[src/rtl/misc_sched_pkg.sv]
// Shared definitions for the Misc64X16 unit scheduler: unit opcodes and the
// result-FIFO entry layout.
package misc_sched_pkg;

   localparam logic [2:0] OP_DAA   = 3'b000;
   localparam logic [2:0] OP_DAS   = 3'b001;
   localparam logic [2:0] OP_BSWAP = 3'b010;
   localparam logic [2:0] OP_NEG   = 3'b011;
   localparam logic [2:0] OP_CFZ   = 3'b100;
   localparam logic [2:0] OP_CFN   = 3'b101;
   localparam logic [2:0] OP_POS   = 3'b110;
   localparam logic [2:0] OP_LOOP  = 3'b111;

   // src is sized for the largest supported requester count (8)
   typedef struct packed {
      logic [2:0]   src;
      logic [3:0]   dst;
      logic [2:0]   sr;
      logic [4:0]   flg;
      logic [127:0] data;
   } res_entry_t;

endpackage

[src/rtl/misc_rr_arbiter.sv]
// Round-robin arbiter: combinational one-hot grant searching from the pointer,
// pointer advances past the winner on each grant and holds otherwise.
module misc_rr_arbiter #(
   parameter int NREQ = 4
) (
   input  logic            clk_i,
   input  logic            rst_i,
   input  logic [NREQ-1:0] req_i,
   input  logic            en_i,
   output logic [NREQ-1:0] gnt_o
);

   localparam int PW = $clog2(NREQ);

   logic [PW-1:0] ptr_q, ptr_d;
   logic [PW-1:0] idx;
   logic          found;

   always_comb begin
      gnt_o = '0;
      ptr_d = ptr_q;
      found = 1'b0;
      idx   = '0;
      for (int unsigned i = 0; i < NREQ; i++) begin
         idx = PW'((32'(ptr_q) + i) % NREQ);
         if (en_i && !found && req_i[idx]) begin
            gnt_o[idx] = 1'b1;
            found      = 1'b1;
            ptr_d      = (idx == PW'(NREQ - 1)) ? '0 : idx + 1'b1;
         end
      end
   end

   always_ff @(posedge clk_i or posedge rst_i) begin
      if (rst_i) ptr_q <= '0;
      else       ptr_q <= ptr_d;
   end

endmodule

[src/rtl/misc_unit_scheduler.sv]
// Shares one non-stallable Misc64X16 unit among NREQ requesters; results are
// buffered in a credit-protected FIFO so a stalled consumer never loses data.
module misc_unit_scheduler
   import misc_sched_pkg::*;
#(
   parameter int NREQ  = 4,
   parameter int LAT   = 2,
   parameter int DEPTH = 4
) (
   input  logic                     CLK,
   input  logic                     RESET,
   input  logic [NREQ-1:0]          REQ,
   output logic [NREQ-1:0]          GNT,
   input  logic [3*NREQ-1:0]        OPi,
   input  logic [3*NREQ-1:0]        SAi,
   input  logic [3*NREQ-1:0]        SDi,
   input  logic [4*NREQ-1:0]        DSTi,
   input  logic [16*NREQ-1:0]       CINi,
   input  logic [128*NREQ-1:0]      Ai,
   output logic                     MACT,
   output logic [2:0]               MOP,
   output logic [2:0]               MSA,
   output logic [2:0]               MSD,
   output logic [15:0]              MCIN,
   output logic [127:0]             MA,
   input  logic [127:0]             MR,
   input  logic [4:0]               MFLG,
   input  logic [2:0]               MSR,
   output logic                     RV,
   input  logic                     RREADY,
   output logic [$clog2(NREQ)-1:0]  RSRC,
   output logic [3:0]               RDST,
   output logic [127:0]             RDATA,
   output logic [4:0]               RFLG,
   output logic [2:0]               RSR
);

   localparam int SW   = $clog2(NREQ);
   localparam int AW   = (DEPTH > 1) ? $clog2(DEPTH) : 1;
   localparam int NW   = $clog2(DEPTH + 1);
   localparam int CW   = $clog2(DEPTH + LAT + 1) + 1;

   logic [NREQ-1:0] gnt;
   logic            grant;
   logic            en;
   logic [CW-1:0]   credits;

   logic [2:0]      sel_op, sel_sa, sel_sd;
   logic [3:0]      sel_dst;
   logic [15:0]     sel_cin;
   logic [127:0]    sel_a;
   logic [SW-1:0]   sel_src;

   logic            mact_q;
   logic [2:0]      mop_q, msa_q, msd_q;
   logic [15:0]     mcin_q;
   logic [127:0]    ma_q;

   logic [LAT-1:0]  vld_q;
   logic [SW-1:0]   src_q [LAT];
   logic [3:0]      dst_q [LAT];

   res_entry_t      mem_q [DEPTH];
   res_entry_t      push_e, head;
   logic [AW-1:0]   wp_q, rp_q;
   logic [NW-1:0]   cnt_q;
   logic            push, pop, rv;

   function automatic logic [AW-1:0] wrap_inc(input logic [AW-1:0] p);
      return (p == AW'(DEPTH - 1)) ? '0 : p + 1'b1;
   endfunction

   // Every granted op owns a slot from grant until pop: pipe stages plus FIFO.
   always_comb begin
      credits = CW'(cnt_q);
      for (int unsigned i = 0; i < LAT; i++) credits = credits + CW'(vld_q[i]);
   end

   assign en    = !RESET && (credits < CW'(DEPTH));
   assign grant = |gnt;
   assign GNT   = gnt;

   misc_rr_arbiter #(.NREQ(NREQ)) u_arb (
      .clk_i (CLK),
      .rst_i (RESET),
      .req_i (REQ),
      .en_i  (en),
      .gnt_o (gnt)
   );

   always_comb begin
      sel_op  = '0;
      sel_sa  = '0;
      sel_sd  = '0;
      sel_dst = '0;
      sel_cin = '0;
      sel_a   = '0;
      sel_src = '0;
      for (int unsigned i = 0; i < NREQ; i++) begin
         if (gnt[i]) begin
            sel_op  = OPi[3*i +: 3];
            sel_sa  = SAi[3*i +: 3];
            sel_sd  = SDi[3*i +: 3];
            sel_dst = DSTi[4*i +: 4];
            sel_cin = CINi[16*i +: 16];
            sel_a   = Ai[128*i +: 128];
            sel_src = SW'(i);
         end
      end
   end

   always_ff @(posedge CLK or posedge RESET) begin
      if (RESET) begin
         mact_q <= 1'b0;
         mop_q  <= '0;
         msa_q  <= '0;
         msd_q  <= '0;
         mcin_q <= '0;
         ma_q   <= '0;
      end else begin
         mact_q <= grant;
         if (grant) begin
            mop_q  <= sel_op;
            msa_q  <= sel_sa;
            msd_q  <= sel_sd;
            mcin_q <= sel_cin;
            ma_q   <= sel_a;
         end
      end
   end

   // Stage 0 is loaded alongside the issue register; the last stage lines up with MR.
   always_ff @(posedge CLK or posedge RESET) begin
      if (RESET) begin
         vld_q <= '0;
         for (int unsigned i = 0; i < LAT; i++) begin
            src_q[i] <= '0;
            dst_q[i] <= '0;
         end
      end else begin
         vld_q[0] <= grant;
         src_q[0] <= sel_src;
         dst_q[0] <= sel_dst;
         for (int unsigned i = 1; i < LAT; i++) begin
            vld_q[i] <= vld_q[i-1];
            src_q[i] <= src_q[i-1];
            dst_q[i] <= dst_q[i-1];
         end
      end
   end

   assign push = vld_q[LAT-1];
   assign rv   = (cnt_q != '0);
   assign pop  = rv && RREADY;

   always_comb begin
      push_e      = '0;
      push_e.src  = 3'(src_q[LAT-1]);
      push_e.dst  = dst_q[LAT-1];
      push_e.sr   = MSR;
      push_e.flg  = MFLG;
      push_e.data = MR;
   end

   always_ff @(posedge CLK or posedge RESET) begin
      if (RESET) begin
         for (int unsigned i = 0; i < DEPTH; i++) mem_q[i] <= '0;
         wp_q  <= '0;
         rp_q  <= '0;
         cnt_q <= '0;
      end else begin
         if (push) begin
            mem_q[wp_q] <= push_e;
            wp_q        <= wrap_inc(wp_q);
         end
         if (pop) rp_q <= wrap_inc(rp_q);
         case ({push, pop})
            2'b10:   cnt_q <= cnt_q + 1'b1;
            2'b01:   cnt_q <= cnt_q - 1'b1;
            default: cnt_q <= cnt_q;
         endcase
      end
   end

   fifo_no_overflow: assert property (@(posedge CLK) disable iff (RESET)
      !(push && !pop && (cnt_q == NW'(DEPTH))))
      else $error("misc_unit_scheduler: result FIFO overflow");

   assign head  = mem_q[rp_q];
   assign MACT  = mact_q;
   assign MOP   = mop_q;
   assign MSA   = msa_q;
   assign MSD   = msd_q;
   assign MCIN  = mcin_q;
   assign MA    = ma_q;
   assign RV    = rv;
   assign RSRC  = rv ? SW'(head.src) : '0;
   assign RDST  = rv ? head.dst  : '0;
   assign RDATA = rv ? head.data : '0;
   assign RFLG  = rv ? head.flg  : '0;
   assign RSR   = rv ? head.sr   : '0;

endmodule

[config.mk]
export PLATFORM = sky130hd
export DESIGN_NAME = misc_unit_scheduler
export DESIGN_NICKNAME = d
export VERILOG_FILES = /design/src/rtl/misc_sched_pkg.sv /design/src/rtl/misc_rr_arbiter.sv /design/src/rtl/misc_unit_scheduler.sv
export SDC_FILE = /design/constraint.sdc
export NUM_CORES = 2
export LEC_CHECK = 0
export ABC_CLOCK_PERIOD_IN_PS = 25300
export BUFFER_PORTS_ARGS = -buffer_cell sky130_fd_sc_hd__clkbuf_2
export CAP_MARGIN = 30
export CORE_AREA = 2 2 421 423
export DETAILED_ROUTE_END_ITERATION = 8
export DIE_AREA = 0 0 423 425
export PLACE_DENSITY_LB_ADDON = 0.25
export SKIP_LAST_GASP = 1
export SLEW_MARGIN = 20
export SYNTH_ARGS = -nofsm -noshare
export SYNTH_HDL_FRONTEND = slang
export SYNTH_SLANG_ARGS = --single-unit
[constraint.sdc]
create_clock -name CLK -period 25.3 [get_ports CLK]
set_input_delay 2.53 -clock CLK [delete_from_list [all_inputs] [get_ports CLK]]
set_output_delay 2.53 -clock CLK [all_outputs]
set_load 0.02 [all_outputs]
==> flow_metrics.py <==
metrics = {
    "sta": {
        "tns_ns": 0,
        "finalClockSkew_ns": 0.03686,
        "min_period_ns": 7.587,
        "slew_headroom": 0.3016,
        "finalHoldViolCount": 0,
        "tightest_slew_ns": 1.048,
        "slew_viol_final": 0,
        "rsz0062_at_grt": "no",
        "timing.final.crit_share": 0.2999,
        "fmax_mhz": 131.8,
        "setup_viol": 0,
    },
    "place": {
        "placed_area_um2": 43650,
        "placement.io_buffers": 1071,
        "gp_congestion": 0.9883,
        "dp_cells": 5941,
        "dp_hpwl_um": 121100,
    },
    "setup_path": {
        "reg2reg_slack_ns": 18.77,
        "crit_top_cell": "clkbuf_2",
        "crit_start": "REQ[3]",
        "path_delay_family": "buffers and inverters",
        "r2r_cells": 12,
        "worst-path-buf-inv": 3,
        "worstSetupEndpoint": "GNT[3]",
        "worst_setup_path_start_kind": "input pin",
        "r2r-end": "MA[103]",
        "crit_chain": "clkbuf_2 > mux4_2 > a2111o_1 > nor3b_2 > a221oi_4 > inv_6 > clkbuf_2",
        "reg2reg_from": "u_arb.ptr_q[0]",
        "crit_required_ns": 22.77,
        "cp_data_arrival_time_ns": 5.06,
        "cp.depth": 7,
        "worstSetupPathType": "in2out",
        "worstPathMaxFanout": 58,
        "slowest_stage": "mux4_2",
        "max_stage_delay_ns": 0.61,
        "cp-end-kind": "output pin",
    },
    "clock_tree": {
        "tritoncts": "yes",
        "path_clk_slew_ns": 0.05,
        "cts-root-buf": "clkbuf_16",
        "htree_num_levels": 3,
        "post_cts_buffers": 0,
        "cts_buffers": 91,
        "ctsResizeCount": 0,
        "cts_num_sinks": 744,
        "insertion_delay_ns": 0.70,
        "hold_buffers": 0,
        "cts.path.max_buffers": 3,
    },
    "pwr": {
        "p_switching_uw": 2788,
        "seqPwrFrac": 0.313,
        "netSwitchingFraction": 0.4053,
        "clock_power_share": 0.197,
        "ir_drop_mv": 0.07850,
        "finalPower_uw": 6879,
        "comb_power_share": 0.489,
        "power_density_nw_per_um2": 146.8,
        "p_int_uw": 4091,
        "leakagePower_uw": 0.02220,
    },
    "layout": {
        "n_fill_cell": 18570,
        "layout-drive-gt1-share": 0.5470,
        "area_delta_synth_final_pct": 30.54,
        "final_cells": 6128,
        "final_common_cell": "clkbuf_2",
        "multiInputGateArea_um2": 16240,
        "mostFrequentLayoutCells": "1071 x clkbuf_2, 742 x dfrtp_1, 569 x mux2_2",
        "seqCellArea_um2": 18630,
        "fin_area_um2": 46840,
        "fin_nets": 4482,
    },
    "die": {
        "initial_core_util": 0.2047,
        "fp.dieH_um": 425,
        "ios": 1072,
        "die_area_um2": 179800,
        "rows": 154,
        "die_w_um": 423,
        "coreArea_um2": 175300,
    },
    "synthesis": {
        "synthCells": 2701,
        "synth-seq-area-share": 0.5188,
        "avgSynthCellArea_um2": 13.29,
        "yosysWarnings": 0,
        "yosys_register_bits": 744,
        "yosysUniqueCellTypes": 47,
        "synth_nets": 3486,
        "synth_area_um2": 35880,
    },
    "flow_run": {
        "cap_violations": 0,
    },
    "outcome": {
        "status": "complete, no violations",
    },
    "global_routing": {
        "antenna_found_initial": 46,
        "grt_pass1_wl_um": 224600,
        "grt_start_max_net_pins": 170,
        "grt_use_total": 0.1737,
        "grt-ovfl-total": 0,
        "first_global_vias": 28810,
    },
    "routing": {
        "route.detailed.wl_per_inst_um": 26.22,
        "initialDrtViolationCount": 1419,
        "routed-via-count": 27370,
        "ant_nets": 0,
        "viasPerCell": 4.467,
        "wl_um": 160700,
        "dr.pass1.iters": 5,
        "drc_errors": 0,
    },
    "min_path": {
        "hold_class": "reg2reg",
        "holdCritStartpoint": "dst_q[4]",
    },
}
==> per-layer routing <==
| layer | global-route usage | wire (um) | up-vias |
|---|---|---|---|
| li1 | - | - | 11960 |
| met3 | 0.03587 | 8802 | 262 |
| met1 | 0.1978 | 60600 | 14220 |
| met5 | 0 | 103 | - |
| met2 | 0.3050 | 82360 | 912 |
| met4 | 0.09247 | 8833 | 18 |
==> stage by stage <==
step / setup WS (ns) / hold slack (ns) / util
after CTS: 17.72 / 0.3540 / 0.2664
after global routing: 17.59 / 0.3658 / 0.2670
after detailed placement: 17.56 / 0.3410 / 0.2489
after global placement: 17.61 / 0.3409 / 0.2485
after floorplan: 1.892 / 0.3312 / -
final: 17.71 / 0.3526 / 0.2672
==> Yosys cell counts, drive strengths merged <==
master / number / area share
a32oi: 1 / 0.00024
nand3b: 3 / 0.00063
clkbuf: 128 / 0.013
nand3: 1 / 0.00014
a2111o: 1 / 0.00031
nand2b: 3 / 0.00052
nor2: 155 / 0.016
or3: 2 / 0.00035
or2: 1 / 0.00017
a221o: 1 / 0.00028
o31ai: 1 / 0.00021
nor3b: 1 / 0.00035
o211ai: 1 / 0.00021
o22ai: 3 / 0.00052
buf: 86 / 0.015
dfrtp: 744 / 0.52
a211o: 2 / 0.00049
a21o: 155 / 0.032
nand2: 171 / 0.018
o221ai: 1 / 0.00024
nor4b: 1 / 0.00024
mux2: 569 / 0.18
and2: 143 / 0.025
xor2: 2 / 0.00049
o21ai: 164 / 0.023
fa: 1 / 0.00056
nor3: 5 / 0.0012
a21oi: 8 / 0.0011
a41oi: 1 / 0.00024
a2111oi: 1 / 0.00024
mux4: 145 / 0.091
xnor2: 1 / 0.00024
inv: 19 / 0.0020
ha: 13 / 0.0045
mux2i: 7 / 0.0020
a221oi: 159 / 0.051
a211oi: 1 / 0.00021
==> flip-flops by register name (all words and copies together) (netlist names) <==
register     flops
MSA              3
u_arb.ptr_q      2
cnt_q            3
MSD              3
mem_q          568
dst_q            8
MOP              3
vld_q            2
push_e           2
src_q            2
MA             128
wp_q             2
rp_q             2
MCIN            16
==> cell type report <==
type,count,share of cell area
Clock inverter,28,0.007799
Sequential cell,744,0.3976
Tap cell,2340,0.06250
Clock buffer,136,0.05764
Inverter,19,0.001896
Timing Repair Buffer,1117,0.1247
Multi-Input combinational cell,1724,0.3468
Antenna cell,20,0.001068
==> logic make-up (layout without fill, tap and decap cells) <==
kind of cell	Yosys count	after routing	synth area share
compound gates	500	500	0.1106
xor+xnor	3	3	0.0007324
fa+ha+maj	14	14	0.005091
buf+inv	233	1300	0.03054
flops	744	744	0.5188
mux	721	721	0.2715
other cells	0	20	0
simple gates	486	486	0.06266
==> worst min path at each step <==
stage	to	slack, ns	cells past startpoint
2_1_floorplan	dst_q[0]	0.33	0
3_3_place_gp	dst_q[0]	0.34	0
3_5_place_dp	push_e[141]	0.34	0
4_1_cts	push_e[141]	0.35	0
5_1_grt	dst_q[0]	0.37	0
6_report	dst_q[0]	0.35	0
==> power groups by stage <==
stage                     registers (uW)  logic (uW)  clock network (uW)
after floorplan                     2180        2170                   0
after global placement              2160        3400                   0
after detailed placement            2180        3440                   0
after CTS                           2160        3440                1410
after global routing                2230        3620                1450
final                               2160        3370                1360
No activity file was read; power rests on OpenSTA's default activity.
